==> src/rtl/gray_input_debouncer_pkg.sv <==
// Shared types and helpers for the Gray-code switch debouncer.
// State encoding, Gray-to-binary conversion and popcount.
package gray_in_pkg;

   localparam int GRAY_W = 4;

   typedef enum logic [1:0] {
      IDLE,
      COUNT,
      COMMIT
   } db_state_t;

   function automatic logic [GRAY_W-1:0] gray2bin(
      input logic [GRAY_W-1:0] g
   );
      logic [GRAY_W-1:0] b;
      b[GRAY_W-1] = g[GRAY_W-1];
      for (int i = GRAY_W-2; i >= 0; i--) begin
         b[i] = b[i+1] ^ g[i];
      end
      return b;
   endfunction

   function automatic int unsigned popcount(
      input logic [GRAY_W-1:0] v
   );
      int unsigned n;
      n = 0;
      for (int i = 0; i < GRAY_W; i++) begin
         n += {31'd0, v[i]};
      end
      return n;
   endfunction

endpackage

==> src/rtl/gray_input_debouncer_if.sv <==
// Switch-input / committed-value bundle of the debouncer.
// master drives gray_in, slave returns the debounced binary.
interface gray_input_debouncer_if
   import gray_in_pkg::*;
#(
   parameter int W = GRAY_W
);

   logic [W-1:0] gray_in;
   logic [W-1:0] bin_out;
   logic         bin_valid;
   logic         gray_err;

   modport master (
      output gray_in,
      input  bin_out,
      input  bin_valid,
      input  gray_err
   );

   modport slave (
      input  gray_in,
      output bin_out,
      output bin_valid,
      output gray_err
   );

endinterface

==> src/rtl/gray_input_debouncer_sync.sv <==
// Two-flop synchroniser bringing raw switch bits into clk.
// Each bit is synchronised independently; q is the 2nd stage.
module sync_2ff #(
   parameter int W = 4
) (
   input  logic         clk,
   input  logic         rst_n,
   input  logic [W-1:0] d,
   output logic [W-1:0] q
);

   logic [W-1:0] meta_d, meta_q;
   logic [W-1:0] sync_d, sync_q;

   // next values of the two stages
   always_comb begin
      meta_d = d;
      sync_d = meta_q;
   end

   // synchroniser chain, cleared on reset
   always_ff @(posedge clk or negedge rst_n) begin
      if (!rst_n) begin
         meta_q <= '0;
         sync_q <= '0;
      end else begin
         meta_q <= meta_d;
         sync_q <= sync_d;
      end
   end

   assign q = sync_q;

endmodule

==> src/rtl/gray_input_debouncer.sv <==
// Debounces a Gray-coded switch bank and commits it as binary.
// Optional GRAY_ERR_CHECK_EN flags multi-bit Gray transitions.
module gray_input_debouncer
   import gray_in_pkg::*;
#(
   parameter int W           = GRAY_W,
   parameter int CLK_HZ      = 100_000_000,
   parameter int DEBOUNCE_MS = 10
) (
   input logic                   clk,
   input logic                   rst_n,
   gray_input_debouncer_if.slave bus
);

   localparam int DB_CYCLES = CLK_HZ / 1000 * DEBOUNCE_MS;
   localparam int CW        = $clog2(DB_CYCLES);
   localparam logic [CW-1:0] CNT_LAST = CW'(DB_CYCLES - 1);

   logic [W-1:0]  s;
   db_state_t     state_d, state_q;
   logic [W-1:0]  stable_d, stable_q;
   logic [W-1:0]  cand_d, cand_q;
   logic [CW-1:0] cnt_d, cnt_q;
   logic [W-1:0]  bin_d, bin_q;
   logic          valid_d, valid_q;

   sync_2ff #(
      .W (W)
   ) u_sync (
      .clk   (clk),
      .rst_n (rst_n),
      .d     (bus.gray_in),
      .q     (s)
   );

   // debounce FSM: track a candidate until it has been stable long enough
   always_comb begin
      state_d  = state_q;
      stable_d = stable_q;
      cand_d   = cand_q;
      cnt_d    = cnt_q;
      bin_d    = bin_q;
      valid_d  = 1'b0;
      unique case (state_q)
         IDLE: begin
            if (s != stable_q) begin
               cand_d  = s;
               cnt_d   = '0;
               state_d = COUNT;
            end
         end
         COUNT: begin
            if (s == stable_q) begin
               state_d = IDLE;
            end else if (s != cand_q) begin
               cand_d = s;
               cnt_d  = '0;
            end else if (cnt_q == CNT_LAST) begin
               state_d = COMMIT;
            end else begin
               cnt_d = cnt_q + 1'b1;
            end
         end
         COMMIT: begin
            stable_d = cand_q;
            bin_d    = gray2bin(cand_q);
            valid_d  = 1'b1;
            state_d  = IDLE;
         end
         default: begin
            state_d = IDLE;
         end
      endcase
   end

   // FSM and output registers; reset discards any pending candidate
   always_ff @(posedge clk or negedge rst_n) begin
      if (!rst_n) begin
         state_q  <= IDLE;
         stable_q <= '0;
         cand_q   <= '0;
         cnt_q    <= '0;
         bin_q    <= '0;
         valid_q  <= 1'b0;
      end else begin
         state_q  <= state_d;
         stable_q <= stable_d;
         cand_q   <= cand_d;
         cnt_q    <= cnt_d;
         bin_q    <= bin_d;
         valid_q  <= valid_d;
      end
   end

`ifdef GRAY_ERR_CHECK_EN
   logic err_d, err_q;

   // sample the transition legality at commit, hold until the next one
   always_comb begin
      err_d = err_q;
      if (state_q == COMMIT) begin
         err_d = popcount(cand_q ^ stable_q) > 1;
      end
   end

   // error flag register
   always_ff @(posedge clk or negedge rst_n) begin
      if (!rst_n) begin
         err_q <= 1'b0;
      end else begin
         err_q <= err_d;
      end
   end

   assign bus.gray_err = err_q;
`else
   assign bus.gray_err = 1'b0;
`endif

   assign bus.bin_out   = bin_q;
   assign bus.bin_valid = valid_q;

endmodule
==> src/flat_wrapper.sv <==
// flat-port wrapper written by rule: the top's interface ports become plain ports
module gray_input_debouncer_flat import gray_in_pkg::*;
#(
   parameter int W           = GRAY_W,
   parameter int CLK_HZ      = 100_000_000,
   parameter int DEBOUNCE_MS = 10
)
  (clk, rst_n, bus_gray_in, bus_bin_out, bus_bin_valid, bus_gray_err);
  gray_input_debouncer_if #(.W(W)) bus_i ();
  input logic clk;
  input logic rst_n;
  input wire logic [$bits(bus_i.gray_in)-1:0] bus_gray_in;
  output wire logic [$bits(bus_i.bin_out)-1:0] bus_bin_out;
  output wire logic [$bits(bus_i.bin_valid)-1:0] bus_bin_valid;
  output wire logic [$bits(bus_i.gray_err)-1:0] bus_gray_err;
  assign bus_i.gray_in = bus_gray_in;
  assign bus_bin_out = bus_i.bin_out;
  assign bus_bin_valid = bus_i.bin_valid;
  assign bus_gray_err = bus_i.gray_err;
  gray_input_debouncer #(.W(W), .CLK_HZ(CLK_HZ), .DEBOUNCE_MS(DEBOUNCE_MS)) u_core (.clk(clk), .rst_n(rst_n), .bus(bus_i));
endmodule
==> config.mk <==
export PLATFORM = sky130hd
export DESIGN_NAME = gray_input_debouncer_flat
export DESIGN_NICKNAME = d
export VERILOG_FILES = /design/src/rtl/gray_input_debouncer_pkg.sv /design/src/rtl/gray_input_debouncer_if.sv /design/src/rtl/gray_input_debouncer_sync.sv /design/src/rtl/gray_input_debouncer.sv /design/src/flat_wrapper.sv
export SDC_FILE = /design/constraint.sdc
export NUM_CORES = 1
export LEC_CHECK = 0
export BUFFER_PORTS_ARGS = -buffer_cell sky130_fd_sc_hd__buf_2
export CAP_MARGIN = 20
export CORE_UTILIZATION = 40
export CTS_CLUSTER_SIZE = 10
export DETAILED_ROUTE_END_ITERATION = 6
export GPL_ROUTABILITY_DRIVEN = 0
export PLACE_DENSITY = 0.59
export SLEW_MARGIN = 20
export SYNTH_ARGS = -nofsm -noshare
export SYNTH_HDL_FRONTEND = slang
export SYNTH_SLANG_ARGS = --single-unit
==> constraint.sdc <==
create_clock -name clk -period 2.1 [get_ports clk]
set_input_delay 0.42 -clock clk [delete_from_list [all_inputs] [get_ports clk]]
set_output_delay 0.42 -clock clk [all_outputs]
set_load 0.03 [all_outputs]
### Word-level counts from Yosys, hierarchy flattened

Cells that the tools add are included.

* register bits: 43
* latch bits: 0
* RAM bits: 0
* memory bits (read-only): 0
* bits of input ports: 6
* memories: 0

* add/sub/neg operators: 1
* multipliers: 0
* divide/modulo/power cells: 0
* $lt $le $gt $ge: 0
* equal/unequal tests: 12
* shift-type cells: 0
* multiplexer cells: 15
* bitwise logic cells: 3
* reductions and logical operators: 5

Operators with widths (count)
* 20-bit 2-to-1 mux: 4
* 20-bit one-hot mux with 2 select lines: 1
* 20-bit by 1-bit adder with 20-bit output, second input constant: 1
* 20-bit == test, second input constant: 1
* 4-bit 2-to-1 mux: 3
* 2-bit 2-to-1 mux: 4
* 4-bit != test: 2
* 4-bit one-hot mux with 2 select lines: 1
* 4-bit AND reduction: 2
* 3-bit by 2-bit != test with 1-bit output, second input constant: 2
* 4-bit == test: 1
* 2-bit by 1-bit != test with 1-bit output, second input constant: 2
* 2-bit one-hot mux with 2 select lines: 1
* 3-bit by 1-bit != test with 1-bit output, second input constant: 1
* 3-bit AND reduction: 1
* 1-bit bitwise XOR: 3
* 2-bit by 1-bit == test with 1-bit output, second input constant: 1
* 2-bit == test, second input constant: 1
* 2-bit zero test: 1
* 2-bit != test, second input constant: 1
* 2-bit nonzero test: 1
* 1-bit 2-to-1 mux: 1

### Longest topological paths before layout

* depth after elaboration: 5
* mapped depth: 8

### Cells and area by module

Synthesis repeated with hierarchy kept, for this count alone.

* cells, all modules: 223
* area, all modules: 2137.0 um^2

By module, submodules not included
* gray_input_debouncer: instances 1, cells an instance 215, area an instance 1936.9 um^2, seq. area each 850.8 um^2
* sync_2ff: instances 1, cells an instance 8, area an instance 200.2 um^2, seq. area each 200.2 um^2

### Least setup slack after synthesis

OpenSTA, ideal clock, no wires.

* path kind: reg-to-reg
* from: register u_core.cnt_q[0]
* to: register u_core.cnt_q[12]
* library setup time: 0.130 ns
* data arrival time: 1.895 ns
* data required time: 1.970 ns
* path slack: 0.074 ns
* cell stages (with the launch flop): 9
* buffers on the path: 1
* path through: dfrtp_1 > ha_1 > and4b_1 > nand4_1 > o41ai_4 > inv_2 > buf_6 > a41oi_1 > a31oi_1

* longest elaborated chain between the ends: 5

RTL lines
* from (decl): line gray_input_debouncer.sv:23 `logic [CW-1:0] cnt_d, cnt_q;`
* from (signal assigned): line gray_input_debouncer.sv:89 `cnt_q <= cnt_d;`
* 20-bit by 1-bit adder with 20-bit output: line gray_input_debouncer.sv:61 `cnt_d = cnt_q + 1'b1;`
* 20-bit 2-to-1 mux: line gray_input_debouncer.sv:58 `end else if (cnt_q == CNT_LAST) begin`
* 20-bit 2-to-1 mux: line gray_input_debouncer.sv:55 `end else if (s != cand_q) begin`
* 20-bit 2-to-1 mux: line gray_input_debouncer.sv:53 `if (s == stable_q) begin`
* 20-bit one-hot mux with 2 select lines: line gray_input_debouncer.sv:44 `unique case (state_q)`

Several ways; a longest one is shown, not always the timed one. The select of a mux whose other input is x is not followed.
A chain may end at the register's enable or synchronous reset.

### Worst setup path after layout

* from: register u_core.cnt_q[0]
* to: register u_core.cnt_q[14]

The elaborated chain is that of the path after synthesis.

==> out/qor.txt <==
Status -> complete, no violations
VDD IR max -> 0.000369 V
Buf+Inv Stages, Crit Path -> 2
# fillers -> 441
Cell-internal power -> 1220 µW
IO buf count -> 10
Post-DP HPWL -> 3.12 mm
DRT Wirelength -> 4.36 mm
Worst slew pin tran -> 519 ps
Mapped Nets -> 199
Critical Path Fanout Max -> 6
Largest net degree at the start of global routing -> 24
Drc violations -> 0
Non-Filler Instances -> 288
Delay-heaviest family, CP -> simple AND/OR/NAND/NOR gates
Cell-by-cell trace of the critical path -> ha_1 > buf_4 > nand3_2 > nor4_2 > buf_4 > nand4_1 > or4_1 > o21ai_1
Most frequent cells in the layout -> dfrtp_1 (42), nand2_1 (20), buf_4 (18)
Comb pwr share -> 6.8%
Total power -> 1600 µW
Routed len/inst -> 15.1 µm
Worst Skew -> 8.04 ps
Initial antenna violation count -> 0
First-pass GRT wire length -> 7.51 mm
Synth area leader -> dfrtp_1
Flop pwr share -> 52.4%
Peak Freq -> 505 MHz
Die area -> 0.00533 mm²
Period utilization -> 94.3%
FF+latch count, synth -> 42
Multi-input logic area -> 900 µm²
Slew HR -> 65.4%
Placed Instances -> 280
FP Rows -> 25
Largest cells by area after synthesis -> dfrtp_1 (52%), mux2_2 (4.5%), xnor2_1 (3.9%), nand2_1 (3.7%), o21ai_0 (2.5%)
Switching pwr -> 375 µW
CTS Buf Count -> 5
Final Net Count -> 227
Grt total ovfl -> 0
Pwr per Cell Area -> 669 mW/mm²
Most common cell after layout, fill and taps aside -> dfrtp_1
Post-synthesis cell count -> 192
Tot GR Track Use -> 18.6%
Vias in the first global route -> 1558
Ports -> 12
RSZ-0062 raised after global routing -> no
Sw frac -> 23.5%
Max-Cap Viols -> 0
Crit path DAT -> 2210 ps
Clock slew at reported path FFs -> 80 ps
DRT iter0 DRCs -> 87
DR vias -> 1574
Number of detailed-route iterations in the first pass -> 4
Reg area -> 0.00105 mm²
Deepest clock path buffer count -> 2
Final antenna-violating net count -> 0
Core Util, Final -> 49.9%
Die X -> 73.0 µm
Setup crit start kind -> flop
Post-CTS Repair Setup Buffers -> 0
Hold WC Path Type -> primary input to async pin
Synth Warn # -> 0
Synth-to-Final Area Change -> 18.2%
Synth unique cells -> 44
Setup Crit Path Kind -> flop to flop
CTS root buf -> clkbuf_8
LEAKAGE -> 0.00107 µW
ANT cells -> 0
H-tree Lvls -> 2
Hold Buf Count CTS -> 0
Worst setup EP type -> flop
Synthesized area per cell -> 10.5 µm²
Die height -> 73.0 µm
CP dominant cell by count -> buf_4
Clock power frac -> 40.8%
Final hold viol count -> 0
# setup viols final -> 0
Area share of the largest cell type after synthesis -> 52.1%
Clock Latency Late Sink -> 290 ps
Worst path slowest cell -> or4_1
Final Max Slew Viols -> 0
Crit path largest cell delay -> 410 ps
CTS tree -> yes
Worst hold slack -> 87.7 ps
Layout cells sized above 1 -> 24.0%
Seq/Total Area, Yosys -> 52.1%
Starting Density -> 42.2%
Fin crit period -> 1980 ps
Core Area -> 0.00479 mm²
CTS Sinks -> 42
Via/cell ratio -> 5.47
Sum of negative setup slack -> 0 ps
WP data required -> 2330 ps
Mapped cell area -> 0.00202 mm²
## power by group through the flow
stage | clock (µW) | sequential [µW] | combinational, µW
floorplan | 0 | 851 | 66.5
global placement | 0 | 853 | 107
detailed placement | 0 | 853 | 109
CTS | 666 | 837 | 110
global route | 698 | 839 | 122
finish | 651 | 837 | 108
## synthesized netlist by cell type, drive strengths merged
cell type and count:
a21o 1, a21oi 6, a22o 5, a31oi 7
a41o 1, a41oi 2, and2 1, and3 1
and4 2, and4b 1, buf 4, clkbuf 4
conb 1, dfrtp 42, ha 1, inv 9
mux2 8, nand2 20, nand2b 1, nand3 9
nand3b 1, nand4 6, nand4bb 1, nor2 7
nor2b 5, nor3 2, nor4 3, nor4b 1
o21ai 15, o22ai 1, o2bb2ai 1, o31ai 2
o41ai 2, or2 1, or3 1, or4 6
xnor2 9, xor2 2
## through the flow
step / worst slack [ps] / instance area [µm²]
5_1_grt: 18.7 / 2390
3_5_place_dp: -27.4 / 2260
4_1_cts: 102 / 2370
6_report: 120 / 2390
3_3_place_gp: 155 / 2260
2_1_floorplan: 74.3 / 2020
## final timing paths
path                                                   startpoint  cells past startpoint  slack [ps]                                 to
min in group clk                                   bus_gray_in[2]                      1         230  u_core.u_sync.meta_q[2]$_DFF_PN0_
worst max-delay path                  u_core.cnt_q[0]$_DFFE_PN0P_                      8         120       u_core.cnt_q[14]$_DFFE_PN0P_
worst min-delay path                                        rst_n                      1          90     u_core.stable_q[1]$_DFFE_PN0P_
worst min register to register  u_core.u_sync.meta_q[2]$_DFF_PN0_                      0         350       u_core.u_sync.q[2]$_DFF_PN0_
worst max register to register        u_core.cnt_q[0]$_DFFE_PN0P_                      8         120       u_core.cnt_q[14]$_DFFE_PN0P_
max in group asynchronous                                   rst_n                      2        1510       u_core.cnt_q[10]$_DFFE_PN0P_
## final cells by class
class / instances / share of cell area [%]
Tap cell: 67 / 3.51
Multi-Input combinational cell: 133 / 37.7
Clock buffer: 5 / 2.88
Sequential cell: 42 / 44.0
Clock inverter: 3 / 1.84
Timing Repair Buffer: 29 / 8.60
Inverter: 9 / 1.42
## per-layer routing
layer  up-vias  wire (µm)  track usage, %
met5         -          0               0
met4         0         61            6.10
met3         6        148            3.31
met2        33       2050            29.5
met1       782       2110            25.8
li1        753          -               -
## registers in the layout, indices dropped and copies added (netlist names)
| signal | cells |
|---|---|
| u_core.bus.bin_out | 4 |
| u_core.u_sync.q | 4 |
| u_core.stable_q | 3 |
| u_core.u_sync.meta_q | 4 |
| u_core.bus.bin_valid | 1 |
| u_core.state_q | 2 |
| u_core.cnt_q | 20 |
| u_core.cand_q | 4 |
## timing repair
action / CTS / global route
hold endpoints to repair: 0 / 0
endpoints found under the setup margin: 13 / 7
gates resized for setup: 0 / 3
pin swaps: 1 / 0
## cell families after synthesis
kind of cell | count (synthesis) | synth area share (%)
DFF | 42 | 52.1
other | 1 | 0.186
AOI/OAI and AO/OA | 43 | 14.9
and+or+nand+nor | 69 | 18.8
xor gates and xnor gates | 11 | 4.77
buffers and inverters | 17 | 4.09
adders and majority gates | 1 | 0.620
muxes | 8 | 4.46
## worst register-to-register path, cell delays in order, from the launching register on
cell     delay [ps]
dfrtp_1         370
ha_1            210
buf_4           140
nand3_2         140
nor4_2          260
buf_4           170
nand4_1         120
or4_1           410
o21ai_1          90
Note: power is estimated with default switching activity, not from simulation.
